<file path="config.mk">
export PLATFORM = sky130hd
export DESIGN_NAME = sminmax_track_flat
export DESIGN_NICKNAME = d
export VERILOG_FILES = /design/src/rtl/sminmax_pkg.sv /design/src/rtl/sminmax_track_if.sv /design/src/rtl/sminmax_lane.sv /design/src/rtl/sminmax_track.sv /design/src/flat_wrapper.sv
export SDC_FILE = /design/constraint.sdc
export NUM_CORES = 1
export LEC_CHECK = 0
export ABC_AREA = 1
export ABC_CLOCK_PERIOD_IN_PS = 2650
export BUFFER_PORTS_ARGS = -buffer_cell sky130_fd_sc_hd__buf_2
export CAP_MARGIN = 20
export CORE_AREA = 3 3 78 66
export CTS_CLUSTER_SIZE = 28
export DETAILED_ROUTE_END_ITERATION = 10
export DIE_AREA = 0 0 81 69
export PLACE_DENSITY = 0.79
export REMOVE_ABC_BUFFERS = 1
export SYNTH_ARGS = -nofsm -noshare
export SYNTH_HDL_FRONTEND = slang
export SYNTH_SLANG_ARGS = --single-unit
export TNS_END_PERCENT = 30
</file>
<file path="constraint.sdc">
create_clock -name Clk -period 2.65 [get_ports Clk]
set_input_delay 0.53 -clock Clk [delete_from_list [all_inputs] [get_ports Clk]]
set_output_delay 0.53 -clock Clk [all_outputs]
set_load 0.01 [all_outputs]
</file>
<file path="src/rtl/sminmax_pkg.sv">
// Shared definitions for the signed extremum tracker: FSM state encoding,
// lane mode selector, default widths and the count saturation helper.
package sminmax_pkg;

  typedef enum logic [1:0] {
    IDLE  = 2'd0,
    ACCUM = 2'd1,
    HOLD  = 2'd2
  } state_t;

  typedef enum logic {
    LANE_MAX = 1'b0,
    LANE_MIN = 1'b1
  } lane_mode_t;

  localparam int DEF_DATAWIDTH = 8;
  localparam int DEF_CNTWIDTH  = 8;

  // Largest value an unsigned counter of the given width can hold.
  function automatic int cnt_sat(input int width);
    return (1 << width) - 1;
  endfunction

  localparam int DEF_CNT_SAT = cnt_sat(DEF_CNTWIDTH);

endpackage

</file>
<file path="src/rtl/sminmax_track_if.sv">
// Sample input and frame result handshakes of the extremum tracker.
// Optional macro: SMINMAX_OVF_EN adds the out_ovf result flag.
interface sminmax_track_if import sminmax_pkg::*; #(
  parameter int DATAWIDTH = DEF_DATAWIDTH,
  parameter int CNTWIDTH  = DEF_CNTWIDTH
);
  logic                        in_valid;
  logic                        in_ready;
  logic signed [DATAWIDTH-1:0] in_data;
  logic                        in_last;
  logic                        out_valid;
  logic                        out_ready;
  logic signed [DATAWIDTH-1:0] max_val;
  logic signed [DATAWIDTH-1:0] min_val;
  logic [CNTWIDTH-1:0]         max_idx;
  logic [CNTWIDTH-1:0]         min_idx;
  logic [CNTWIDTH-1:0]         count;
`ifdef SMINMAX_OVF_EN
  logic                        out_ovf;
`endif

  // Tracker side.
  modport slave (
`ifdef SMINMAX_OVF_EN
    output out_ovf,
`endif
    input  in_valid, in_data, in_last, out_ready,
    output in_ready, out_valid, max_val, min_val, max_idx, min_idx, count
  );

  // Producer / consumer side.
  modport master (
`ifdef SMINMAX_OVF_EN
    input  out_ovf,
`endif
    output in_valid, in_data, in_last, out_ready,
    input  in_ready, out_valid, max_val, min_val, max_idx, min_idx, count
  );

endinterface

</file>
<file path="src/rtl/sminmax_lane.sv">
// One extremum lane: holds the running max (or min) and the index of its
// first occurrence. Strict signed compare, so ties keep the earlier index.
module sminmax_lane import sminmax_pkg::*; #(
  parameter lane_mode_t MODE      = LANE_MAX,
  parameter int         DATAWIDTH = DEF_DATAWIDTH,
  parameter int         CNTWIDTH  = DEF_CNTWIDTH
) (
  input  logic                        Clk,
  input  logic                        Rst,
  input  logic                        load,
  input  logic                        upd,
  input  logic signed [DATAWIDTH-1:0] data,
  input  logic [CNTWIDTH-1:0]         pos,
  output logic signed [DATAWIDTH-1:0] val,
  output logic [CNTWIDTH-1:0]         idx
);

  logic wins;

  // Does the incoming sample beat the held extremum?
  always_comb begin
    if (MODE == LANE_MAX) wins = (data > val);
    else                  wins = (data < val);
  end

  // First sample of a frame loads unconditionally; later ones only if they win.
  // NOTE: registers use non-blocking assignment so every flop samples
  // pre-edge values, regardless of the order blocks are evaluated in.
  always_ff @(posedge Clk or negedge Rst) begin
    if (!Rst) begin
      val <= '0;
      idx <= '0;
    end else if (load) begin
      val <= data;
      idx <= '0;
    end else if (upd && wins) begin
      val <= data;
      idx <= pos;
    end
  end

endmodule

</file>
<file path="src/rtl/sminmax_track.sv">
// Streaming signed extremum tracker: accepts a frame of samples, reports
// max/min, first-occurrence indices and a saturating sample count.
// Optional macro: SMINMAX_OVF_EN adds out_ovf (count saturated this frame).
module sminmax_track import sminmax_pkg::*; #(
  parameter int DATAWIDTH = DEF_DATAWIDTH,
  parameter int CNTWIDTH  = DEF_CNTWIDTH
) (
  input  logic             Clk,
  input  logic             Rst,
  sminmax_track_if.slave   bus
);

  localparam logic [CNTWIDTH-1:0] CNT_SAT = CNTWIDTH'(cnt_sat(CNTWIDTH));

  state_t              state;
  state_t              state_nxt;
  logic                ready;
  logic                accept;
  logic                first;
  logic                more;
  logic [CNTWIDTH-1:0] cnt;

  // Ready depends only on registered state, never on out_ready.
  assign ready  = (state != HOLD);
  assign accept = bus.in_valid && ready;
  assign first  = accept && (state == IDLE);
  assign more   = accept && (state == ACCUM);

  // State register.
  always_ff @(posedge Clk or negedge Rst) begin
    if (!Rst) state <= IDLE;
    else      state <= state_nxt;
  end

  // Next-state logic.
  // NOTE: the default at the top of the block keeps every path assigned,
  // so no latch is inferred for state_nxt.
  always_comb begin
    state_nxt = state;
    case (state)
      IDLE:    if (accept) state_nxt = bus.in_last ? HOLD : ACCUM;
      ACCUM:   if (accept && bus.in_last) state_nxt = HOLD;
      HOLD:    if (bus.out_ready) state_nxt = IDLE;
      default: state_nxt = IDLE;
    endcase
  end

  // Sample counter: restarts at 1 on a frame's first sample, saturates.
  always_ff @(posedge Clk or negedge Rst) begin
    if (!Rst) begin
      cnt <= '0;
    end else if (first) begin
      cnt <= CNTWIDTH'(1);
    end else if (more && (cnt != CNT_SAT)) begin
      cnt <= cnt + CNTWIDTH'(1);
    end
  end

`ifdef SMINMAX_OVF_EN
  logic ovf;

  // Overflow flag: set by an accept at saturation, cleared when leaving HOLD.
  always_ff @(posedge Clk or negedge Rst) begin
    if (!Rst) begin
      ovf <= 1'b0;
    end else if (first || ((state == HOLD) && bus.out_ready)) begin
      ovf <= 1'b0;
    end else if (more && (cnt == CNT_SAT)) begin
      ovf <= 1'b1;
    end
  end

  assign bus.out_ovf = ovf;
`endif

  // The index of a new extremum is the pre-increment (saturated) count.
  sminmax_lane #(
    .MODE      (LANE_MAX),
    .DATAWIDTH (DATAWIDTH),
    .CNTWIDTH  (CNTWIDTH)
  ) u_max (
    .Clk  (Clk),
    .Rst  (Rst),
    .load (first),
    .upd  (more),
    .data (bus.in_data),
    .pos  (cnt),
    .val  (bus.max_val),
    .idx  (bus.max_idx)
  );

  sminmax_lane #(
    .MODE      (LANE_MIN),
    .DATAWIDTH (DATAWIDTH),
    .CNTWIDTH  (CNTWIDTH)
  ) u_min (
    .Clk  (Clk),
    .Rst  (Rst),
    .load (first),
    .upd  (more),
    .data (bus.in_data),
    .pos  (cnt),
    .val  (bus.min_val),
    .idx  (bus.min_idx)
  );

  assign bus.in_ready  = ready;
  assign bus.out_valid = (state == HOLD);
  assign bus.count     = cnt;

endmodule

</file>
<file path="src/flat_wrapper.sv">
// flat-port wrapper written by rule: the top's interface ports become plain ports
module sminmax_track_flat import sminmax_pkg::*;
#(
  parameter int DATAWIDTH = DEF_DATAWIDTH,
  parameter int CNTWIDTH  = DEF_CNTWIDTH
)
  (Clk, Rst, bus_in_valid, bus_in_data, bus_in_last, bus_out_ready, bus_in_ready, bus_out_valid, bus_max_val, bus_min_val, bus_max_idx, bus_min_idx, bus_count);
  sminmax_track_if #(.DATAWIDTH(DATAWIDTH), .CNTWIDTH(CNTWIDTH)) bus_i ();
  input  logic Clk;
  input  logic Rst;
  input wire logic [$bits(bus_i.in_valid)-1:0] bus_in_valid;
  input wire logic [$bits(bus_i.in_data)-1:0] bus_in_data;
  input wire logic [$bits(bus_i.in_last)-1:0] bus_in_last;
  input wire logic [$bits(bus_i.out_ready)-1:0] bus_out_ready;
  output wire logic [$bits(bus_i.in_ready)-1:0] bus_in_ready;
  output wire logic [$bits(bus_i.out_valid)-1:0] bus_out_valid;
  output wire logic [$bits(bus_i.max_val)-1:0] bus_max_val;
  output wire logic [$bits(bus_i.min_val)-1:0] bus_min_val;
  output wire logic [$bits(bus_i.max_idx)-1:0] bus_max_idx;
  output wire logic [$bits(bus_i.min_idx)-1:0] bus_min_idx;
  output wire logic [$bits(bus_i.count)-1:0] bus_count;
  assign bus_i.in_valid = bus_in_valid;
  assign bus_i.in_data = bus_in_data;
  assign bus_i.in_last = bus_in_last;
  assign bus_i.out_ready = bus_out_ready;
  assign bus_in_ready = bus_i.in_ready;
  assign bus_out_valid = bus_i.out_valid;
  assign bus_max_val = bus_i.max_val;
  assign bus_min_val = bus_i.min_val;
  assign bus_max_idx = bus_i.max_idx;
  assign bus_min_idx = bus_i.min_idx;
  assign bus_count = bus_i.count;
  sminmax_track #(.DATAWIDTH(DATAWIDTH), .CNTWIDTH(CNTWIDTH)) u_core (.Clk(Clk), .Rst(Rst), .bus(bus_i));
endmodule
</file>
==> results of run 1 <==
-- flip-flops by register name, indices dropped and copies added (netlist names) --
register / count
u_core.bus.count: 8
u_core.state: 2
u_core.u_max.idx: 8
u_core.u_max.val: 8
u_core.u_min.idx: 8
u_core.u_min.val: 8
-- kinds of logic (layout without fill, tap and decap cells) --
logic type	count (synthesis)	count (layout)	share of synthesized area
DFF	42	42	0.437
and+or+nand+nor	157	157	0.336
adders and majority gates	16	16	0.0832
AOI/OAI and AO/OA	22	22	0.0593
xor gates and xnor gates	1	1	0.00364
buffers and inverters	44	101	0.0811
-- power groups by stage --
stage | clock [W] | sequential [W] | combinational [W]
after detailed placement | 0 | 0.000933 | 0.000966
after global routing | 0.000536 | 0.000949 | 0.00110
after CTS | 0.000505 | 0.000923 | 0.000971
after floorplan | 0 | 0.000980 | 0.000567
final | 0.000492 | 0.000925 | 0.000961
after global placement | 0 | 0.000931 | 0.000925
-- per-layer routing --
layer  track usage  part of all wire  vias to the layer above
li1              -                 -                     1042
met1         0.312              0.47                     1019
met3        0.0418             0.057                       15
met5             0                 0                        -
met2         0.322              0.45                       66
met4        0.0713             0.018                        0
-- area by class of cell --
type	count	area, um^2
flip-flops and latches	42	1050
multi-input cells	196	1160
fillers	410	1630
clock inverters	1	30.0
repair buffers	56	298
inverters	37	139
well taps	60	75.1
clock buffers	7	76.3
-- per-stage QoR --
step	area (um^2)	hold slack [ps]	utilization
floorplan	2350	234	-
global placement	2720	486	0.611
detailed placement	2720	486	0.611
CTS	2830	408	0.634
global route	2830	427	0.634
finish	2830	360	0.634
-- worst max path at each step --
stage / slack, ps / to / startpoint / cells past startpoint
2_1_floorplan: 740 / u_core.u_min.val[0]$_DFFE_PN0P_ / bus_in_data[7] / 10
3_3_place_gp: 380 / u_core.u_min.val[7]$_DFFE_PN0P_ / bus_in_data[7] / 12
3_5_place_dp: 340 / u_core.u_min.val[7]$_DFFE_PN0P_ / bus_in_data[7] / 12
4_1_cts: 560 / u_core.u_min.val[7]$_DFFE_PN0P_ / u_core.u_min.val[7]$_DFFE_PN0P_ / 12
5_1_grt: 340 / u_core.u_min.val[7]$_DFFE_PN0P_ / u_core.u_min.val[7]$_DFFE_PN0P_ / 11
6_report: 550 / u_core.u_min.val[7]$_DFFE_PN0P_ / u_core.u_min.val[7]$_DFFE_PN0P_ / 12
-- worst reg2reg max path: cells and delay by family, from the launching register on --
family	cells	cell delay (ps)
compound gates	1	150
buf+inv	2	90
flops	1	380
fa+ha+maj	1	350
simple gates	8	1060
-- cell usage in the layout (no fill, tap or decap), types with 7 or more instances in the layout --
cell type,instances
nand2_1,79
buf_2,54
dfrtp_1,42
inv_1,28
nand3_1,24
nand4_1,16
ha_1,16
nand3_2,12
nor2_1,10
inv_2,9
a21oi_1,9
o21ai_1,7
-- cell usage after synthesis (all sizes together) --
cell type	number	area (um^2)
nand2	84	333
inv	37	139
a31oi	1	6.26
buf	6	52.6
nand4	17	113
ha	16	200
xor2	1	8.76
nand3	38	275
a21oi	9	45.0
nor2	13	56.3
or2	1	6.26
clkbuf	1	3.75
dfrtp	42	1050
o21ai	9	56.3
nor3	4	25.0
a21boi	1	18.8
o21a	2	16.3
==> flow_summary.toml, run 1 <==
[timing]
finalCritPeriodShare = 0.792
setup_tns_ps = 0
maxSlewViolCount = 0
hold_violations = 0
clock.fmax_mhz = 477
skew_ps = 8.42
finalCriticalPeriod_ps = 2100
setup_violations = 0
rsz0062_at_grt = "false"
worst_pin_slew_ps = 917
setup_ws_ps = 552
slew_headroom = 0.389

[critical_path]
worstPathRequired_ps = 2880
cp_max_fo = 17
crit_path_frequent_cell = "nand2_1"
crit_type = "flop to flop"
crit_path_top_delay_cell = "dfrtp_1"
r2r-end = "u_core.u_min.val[7]$_DFFE_PN0P_"
critPathBufInv = 2
reg2reg_slack_ps = 550
worst_setup_path_start_kind = "flop"
critical_path.top_delay_family = "simple AND/OR/NAND/NOR gates"
critPathMaxStageDelay_ps = 380
cp-end-kind = "flop"
reg2reg_from = "u_core.u_min.val[7]$_DFFE_PN0P_"
cp_cell_sequence = "inv_1 > ha_1 > nand2_1 > inv_1 > nor2_1 > o21a_2 > nand2_1 > nand2_2 > nand3_4 > nand2_4 > nand2_1 > nand2_1"
worstPathArrival_ps = 2330
worst-r2r-cell-count = 12

[pwr]
ir_drop_uv = 522
leakagePower_nw = 1.59
combPwrFrac = 0.404
seq_power_share = 0.389
power_switching_w = 0.000949
swShare = 0.399
power_w = 0.00238
p_per_area_nw_per_um2 = 841
p_int_w = 0.00143
clkPwrFrac = 0.207

[route]
vias = 2142
drc = 0
ant_nets = 0
dr.pass1.iters = 4
drtIter0Drc = 129
viasPerCell = 5.37
wirelength_um = 5520
wl_per_cell_um = 13.8

[global_routing]
grt_pass1_vias = 2026
grt_max_degree = 43
grtUsageTotal = 0.215
grt-ovfl-total = 0
grt_antenna_before_repair = 0
grt_pass1_wl_um = 9520

[clocking]
cts_tree = "yes"
path_clk_slew_ps = 80
hold_buffers = 0
htree_levels = 2
cts_max_path_buffers = 2
cts.repair.resized = 0
clock_latency_ps = 290
cts_buffers = 5
cts_sinks = 42
postCtsSetupBuffers = 0
clockRootBuffer = "clkbuf_8"

[synth]
synthCells = 282
ys_warn_count = 0
syn_area_per_cell_um2 = 8.53
yosys.cell_types.count = 30
yosysSeqAreaShare = 0.437
netlist_area_um2 = 2410
synth_seq_cells = 42

[worst_hold_path]
min_path_type = "primary input to asynchronous set/reset pin"

[placement]
io_buffer_count = 54
dpl.hpwl_um = 4040
place.gp.congestion = 0.796
pre_cts_ws_ps = 343
place_inst = 391

[final_layout]
drive_above_1_share = 0.292
area_delta_synth_final_pct = 17.6
finalNetCount = 367
finalNonFillerCells = 399
n_antenna_cell = 0

[floorplan]
start_util = 0.540
die_h_um = 69
ioPinCount = 55
die_x_um = 81
core-area_um2 = 4460
die_area_um2 = 5590
core.rowCount = 22

[run]
max_cap_viol_count = 0

[run_status]
status = "finished clean"
Power figures use the tool's default switching activity.
==> run 2, diff against run 1 <==
--- a/config.mk
+++ b/config.mk
@@ -5,15 +5,15 @@
 export SDC_FILE = /design/constraint.sdc
 export NUM_CORES = 1
 export LEC_CHECK = 0
-export ABC_AREA = 1
-export ABC_CLOCK_PERIOD_IN_PS = 2650
+export ABC_AREA = 0
+export ABC_CLOCK_PERIOD_IN_PS = 1800
 export BUFFER_PORTS_ARGS = -buffer_cell sky130_fd_sc_hd__buf_2
 export CAP_MARGIN = 20
-export CORE_AREA = 3 3 78 66
+export CORE_AREA = 3 3 83 69
 export CTS_CLUSTER_SIZE = 28
 export DETAILED_ROUTE_END_ITERATION = 10
-export DIE_AREA = 0 0 81 69
-export PLACE_DENSITY = 0.79
+export DIE_AREA = 0 0 86 72
+export PLACE_DENSITY = 0.74
 export REMOVE_ABC_BUFFERS = 1
 export SYNTH_ARGS = -nofsm -noshare
 export SYNTH_HDL_FRONTEND = slang
==> constraint.sdc (replaced) <==
create_clock -name Clk -period 1.8 [get_ports Clk]
set_input_delay 0.36 -clock Clk [delete_from_list [all_inputs] [get_ports Clk]]
set_output_delay 0.36 -clock Clk [all_outputs]
set_load 0.01 [all_outputs]
==> run 2 against run 1 <==
Largest power group unchanged; utilization rose by 0.37 points; non-clock buffer count rose by 36; final cell count fell by 2.3%; largest cell class unchanged; synthesized cell count fell by 15%; hold slack got worse by 110 ps; total power rose by 54%; highest routed layer unchanged; the run now ends with setup timing left; die area rose by 11%; critical path depth fell by 4; count of clock-buffer cells in the layout fell by 1.
==> flow_summary.toml, run 2 <==
[final_layout]
mostFrequentLayoutCell = "buf_2"
final_cell_mix = "buf_2, dfrtp_1, nand2_1"
fill_cells = 402
n_antenna_cell = 0
finalNetCount = 356
area_delta_synth_final_pct = 33.6
drive_above_1_share = 0.372
design_area_um2 = 3180
finalNonFillerCells = 390

[synth]
yosys.cell_types.count = 32
synth.most_common_cell = "dfrtp_1"
synthTopCellsByArea = "dfrtp_1, ha_1, o211ai_1"
synthCells = 241
synth_flop_cell = "dfrtp_1"
synth_edf_count = 0
yosys.area.top_type = "dfrtp_1"
synth_seq_cells = 42
netlist_area_um2 = 2380
synth_common_cells = "dfrtp_1, nand2_1, inv_1, o211ai_1, ha_1"
ys_warn_count = 0
yosysTopAreaCellShare = 0.442
yosysSeqAreaShare = 0.442
syn_area_per_cell_um2 = 9.86
async_flop_share = 1.00

[route]
wl_per_cell_um = 15.2
drc = 0
vias = 2160
wirelength_um = 5940
viasPerCell = 5.54
ant_nets = 0
dr.pass1.iters = 5
drtIter0Drc = 59

[critical_path]
worst_setup_path_start_kind = "flop"
crit_path_top_delay_cell = "dfrtp_1"
critPathMaxStageDelay_ps = 400
worstPathRequired_ps = 1990
cp_max_fo = 8
cp-end-kind = "flop"
worstPathArrival_ps = 2230
crit_type = "flop to flop"
cp_cell_sequence = "inv_2 > ha_4 > a21o_1 > a2111oi_4 > o32ai_4 > a21oi_4 > buf_12 > mux2_4"

[global_routing]
use_met3 = 0.0329
grtUsageTotal = 0.204
grt-ovfl-total = 0
grt_antenna_before_repair = 0
use_met2 = 0.328
busiest_layer = "met2"
grtUsageMet1 = 0.282
grt_pass1_vias = 2040
grt_max_degree = 26
grt_pass1_wl_um = 9980

[clocking]
cts_buffers = 5
htree_levels = 2
clock_latency_ps = 300
cts_tree = "yes"
cts_max_path_buffers = 2
path_clk_slew_ps = 80
clockRootBuffer = "clkbuf_8"
cts_sinks = 42

[placement]
place.gp.congestion = 0.825
place_area_um2 = 2960
io_buffer_count = 54
place_inst = 380
dpl.hpwl_um = 4300

[timing]
setup_tns_ps = -2820
setup_violations = 18
finalCriticalPeriod_ps = 2050
clock.fmax_mhz = 489
skew_ps = 6.08
slew_headroom = 0.677
setup_ws_ps = -245
rsz0062_at_grt = "true"
hold_violations = 0
maxSlewViolCount = 0
worst_pin_slew_ps = 485
finalCritPeriodShare = 1.14

[floorplan]
die_x_um = 86
die_h_um = 72
start_util = 0.478
core-area_um2 = 4980
core.rowCount = 23
ioPinCount = 55
die_area_um2 = 6190

[worst_hold_path]
min_path_type = "primary input to flop"

[pwr]
ir_drop_uv = 700
leakagePower_nw = 1.53
p_per_area_nw_per_um2 = 1160

[run_status]
violations = "setup timing"
status = "finished, violations left"

[run]
max_cap_viol_count = 0
run 2: changes by cell type after synthesis, moves of 5 or more:
cell      delta
o21ai_0     +10
inv_2        -9
nand3_1     -10
nand3_2     -12
nand2b_1     +5
inv_1        -9
o21ai_1      -7
clkbuf_1     +8
o211ai_1    +19
nand4_1     -12
mux2_2       +9
nand2_1     -43
o311ai_0    +13
run 2: critical path: cells and delay by family, from the launching register on:
kind	cells	cell delay, ps
flops	1	400
fa+ha+maj	1	190
mux	1	300
buf+inv	2	220
compound gates	4	810
run 2: stage by stage:
step,power (W),setup slack (ps),hold WS (ps),util
after floorplan,0.00219,-506,64.4,-
final,0.00367,-245,254,0.638
after global routing,0.00391,-356,248,0.638
after CTS,0.00368,-260,251,0.637
after global placement,0.00282,-492,319,0.594
after detailed placement,0.00287,-543,323,0.594
run 2: per-layer routing:
metal / routed length (um) / part of all wire
met5: 0 / 0
met4: 106 / 0.018
met3: 309 / 0.052
met2: 2820 / 0.47
met1: 2710 / 0.46
run 2: final cells by class:
| cell class | count | area (um^2) | share of cell area |
|---|---|---|---|
| inverter | 19 | 71.3 | 0.0224 |
| clock inverter | 2 | 12.5 | 0.00394 |
| sequential | 42 | 1050 | 0.331 |
| clock buffer | 6 | 82.6 | 0.0260 |
| tap | 62 | 77.6 | 0.0244 |
| multi-input combinational | 167 | 1290 | 0.408 |
| timing repair buffer | 92 | 587 | 0.185 |
run 2: kinds of logic after synthesis:
group,after synthesis,share of synthesized area
simple gates,76,0.149
compound gates,63,0.218
buf+inv,32,0.0521
flops,42,0.442
mux,10,0.0468
xor+xnor,2,0.00737
fa+ha+maj,16,0.0842
run 2: report_power, final:
part / leakage, nW / switching [W] / internal [W]
clock: 0.0472 / 0.000337 / 0.000308
combinational: 0.940 / 0.000902 / 0.000800
sequential: 0.542 / 0.000158 / 0.00116
total: 1.53 / 0.00140 / 0.00227
run 2: what timing repair did:
item	in CTS	in global routing
setup endpoints to repair	23	33
pin swaps	9	5
resized for setup	29	4
endpoints found under the hold margin	2	0
hold buffers	1	0
setup buffers	1	0
run 2: path summary, 6_finish.rpt:
check | start | endpoint | slack, ps | cells after the start
max | u_core.u_min.val[5]$_DFFE_PN0P_ | u_core.u_min.val[7]$_DFFE_PN0P_ | -250 | 8
min | bus_in_last | u_core.state[0]$_DFFE_PN0P_ | 250 | 2
max reg2reg | u_core.u_min.val[5]$_DFFE_PN0P_ | u_core.u_min.val[7]$_DFFE_PN0P_ | -250 | 8
min reg2reg | u_core.state[1]$_DFFE_PN0P_ | u_core.state[0]$_DFFE_PN0P_ | 500 | 1
max in group asynchronous | Rst | u_core.bus.count[2]$_DFFE_PN0P_ | 780 | 3
min in group asynchronous | Rst | u_core.u_max.idx[4]$_DFFE_PN0P_ | 530 | 2
==> run 3, diff against run 2 <==
--- a/config.mk
+++ b/config.mk
@@ -7,7 +7,7 @@
 export LEC_CHECK = 0
 export ABC_AREA = 0
 export ABC_CLOCK_PERIOD_IN_PS = 1800
-export BUFFER_PORTS_ARGS = -buffer_cell sky130_fd_sc_hd__buf_2
+export BUFFER_PORTS_ARGS = -buffer_cell sky130_fd_sc_hd__buf_4
 export CAP_MARGIN = 20
 export CORE_AREA = 3 3 83 69
 export CTS_CLUSTER_SIZE = 28
==> run 3 against run 2 <==
The run still ends with setup timing left; largest cell class unchanged; critical path type unchanged; via count hardly changed; die area stayed put; sequential share of layout area fell by 1.2 points; first-iteration DRC count increased by 140%.
==> flow_summary.toml, run 3 (same netlist as run 2, synthesis figures left out) <==
[clocking]
cts_sinks = 42
cts_tree = "yes"
path_clk_slew_ps = 80
htree_levels = 2
clock_latency_ps = 290
clockRootBuffer = "clkbuf_8"
cts_buffers = 5
cts_max_path_buffers = 2

[critical_path]
cp-end-kind = "flop"
worstPathRequired_ps = 1970
worstPathArrival_ps = 2250
worst-r2r-cell-count = 8
worst_setup_path_start_kind = "flop"
cp_max_fo = 8
crit_type = "flop to flop"
crit_start = "u_core.u_min.val[5]$_DFFE_PN0P_"
reg2reg_from = "u_core.u_min.val[5]$_DFFE_PN0P_"

[timing]
finalCriticalPeriod_ps = 2080
setup_tns_ps = -3280
worst_pin_slew_ps = 529
finalCritPeriodShare = 1.15
rsz0062_at_grt = "true"
clock.fmax_mhz = 482
maxSlewViolCount = 0
hold_violations = 0
skew_ps = 7.88
setup_ws_ps = -275
setup_violations = 17
slew_headroom = 0.647

[route]
viasPerCell = 5.54
wirelength_um = 5950
wl_per_cell_um = 15.2
drtIter0Drc = 143
ant_nets = 0
drc = 0
dr.pass1.iters = 4
vias = 2161

[run_status]
status = "finished, violations left"
violations = "setup timing"

[final_layout]
mostFrequentLayoutCell = "buf_4"
finalNetCount = 357
drive_above_1_share = 0.378
n_antenna_cell = 0
design_area_um2 = 3300
final_cell_mix = "buf_4, dfrtp_1, nand2_1"
area_delta_synth_final_pct = 38.8

[global_routing]
grtUsageTotal = 0.202
grt_pass1_vias = 2099
grt_max_degree = 43
grt-ovfl-total = 0
grt_antenna_before_repair = 0
grt_pass1_wl_um = 10000

[floorplan]
die_x_um = 86
ioPinCount = 55
die_h_um = 72
start_util = 0.478
core-area_um2 = 4980
die_area_um2 = 6190
core.rowCount = 23

[pwr]
p_per_area_nw_per_um2 = 1140
leakagePower_nw = 1.55
ir_drop_uv = 701
power_w = 0.00378

[placement]
place_area_um2 = 3090
io_buffer_count = 54
place.gp.congestion = 0.830
dpl.hpwl_um = 4170

[run]
max_cap_viol_count = 0

[worst_hold_path]
min_path_type = "primary input to asynchronous set/reset pin"
run 3: area by class of cell:
type | instances | area, um^2
fill | 402 | 1680
tap | 62 | 77.6
multi-input combinational | 167 | 1310
clock buffer | 7 | 76.3
sequential | 42 | 1050
timing repair buffer | 93 | 714
inverter | 19 | 71.3
run 3: layer usage:
metal  GRT usage  wire [um]  up-vias
met5           0          0        -
met4      0.0545         58        0
met3      0.0375        298        7
met2       0.319       2890       60
met1       0.287       2700     1041
li1            -          -     1053
run 3: metrics by stage:
stage / hold slack [ps] / setup WS, ps / instances / utilization
2_1_floorplan: 64.4 / -506 / 228 / -
3_3_place_gp: 377 / -521 / 382 / 0.621
3_5_place_dp: 382 / -569 / 382 / 0.621
4_1_cts: 71.3 / -264 / 390 / 0.656
5_1_grt: 90.7 / -349 / 390 / 0.663
6_report: 49.2 / -275 / 390 / 0.663
run 3: path summary, 6_finish.rpt:
| check | slack (ps) | endpoint |
|---|---|---|
| max | -280 | u_core.u_min.val[2]$_DFFE_PN0P_ |
| min | 50 | u_core.u_min.idx[4]$_DFFE_PN0P_ |
| max reg2reg | -280 | u_core.u_min.val[2]$_DFFE_PN0P_ |
| min reg2reg | 500 | u_core.state[0]$_DFFE_PN0P_ |
| max in group asynchronous | 1390 | u_core.u_max.val[6]$_DFFE_PN0P_ |
| min in group Clk | 260 | u_core.state[0]$_DFFE_PN0P_ |
run 3: worst max-delay path, stage by stage (launching register included):
cell	delay, ps
dfrtp_1	390
inv_2	70
ha_4	190
a21o_1	180
a2111oi_4	360
o32ai_4	160
a21oi_4	170
buf_12	150
mux2_4	290
run 3: repair_timing:
| item | in CTS | in global routing |
|---|---|---|
| endpoints found under the setup margin | 23 | 33 |
| resized for setup | 27 | 9 |
| setup buffers | 1 | 0 |
| pin swaps | 7 | 7 |
| hold buffers | 0 | 0 |
run 3: power by group:
group          internal (W)  switching, W
Clock              0.000268      0.000311
Combinational      0.000957      0.000906
Sequential          0.00116      0.000172
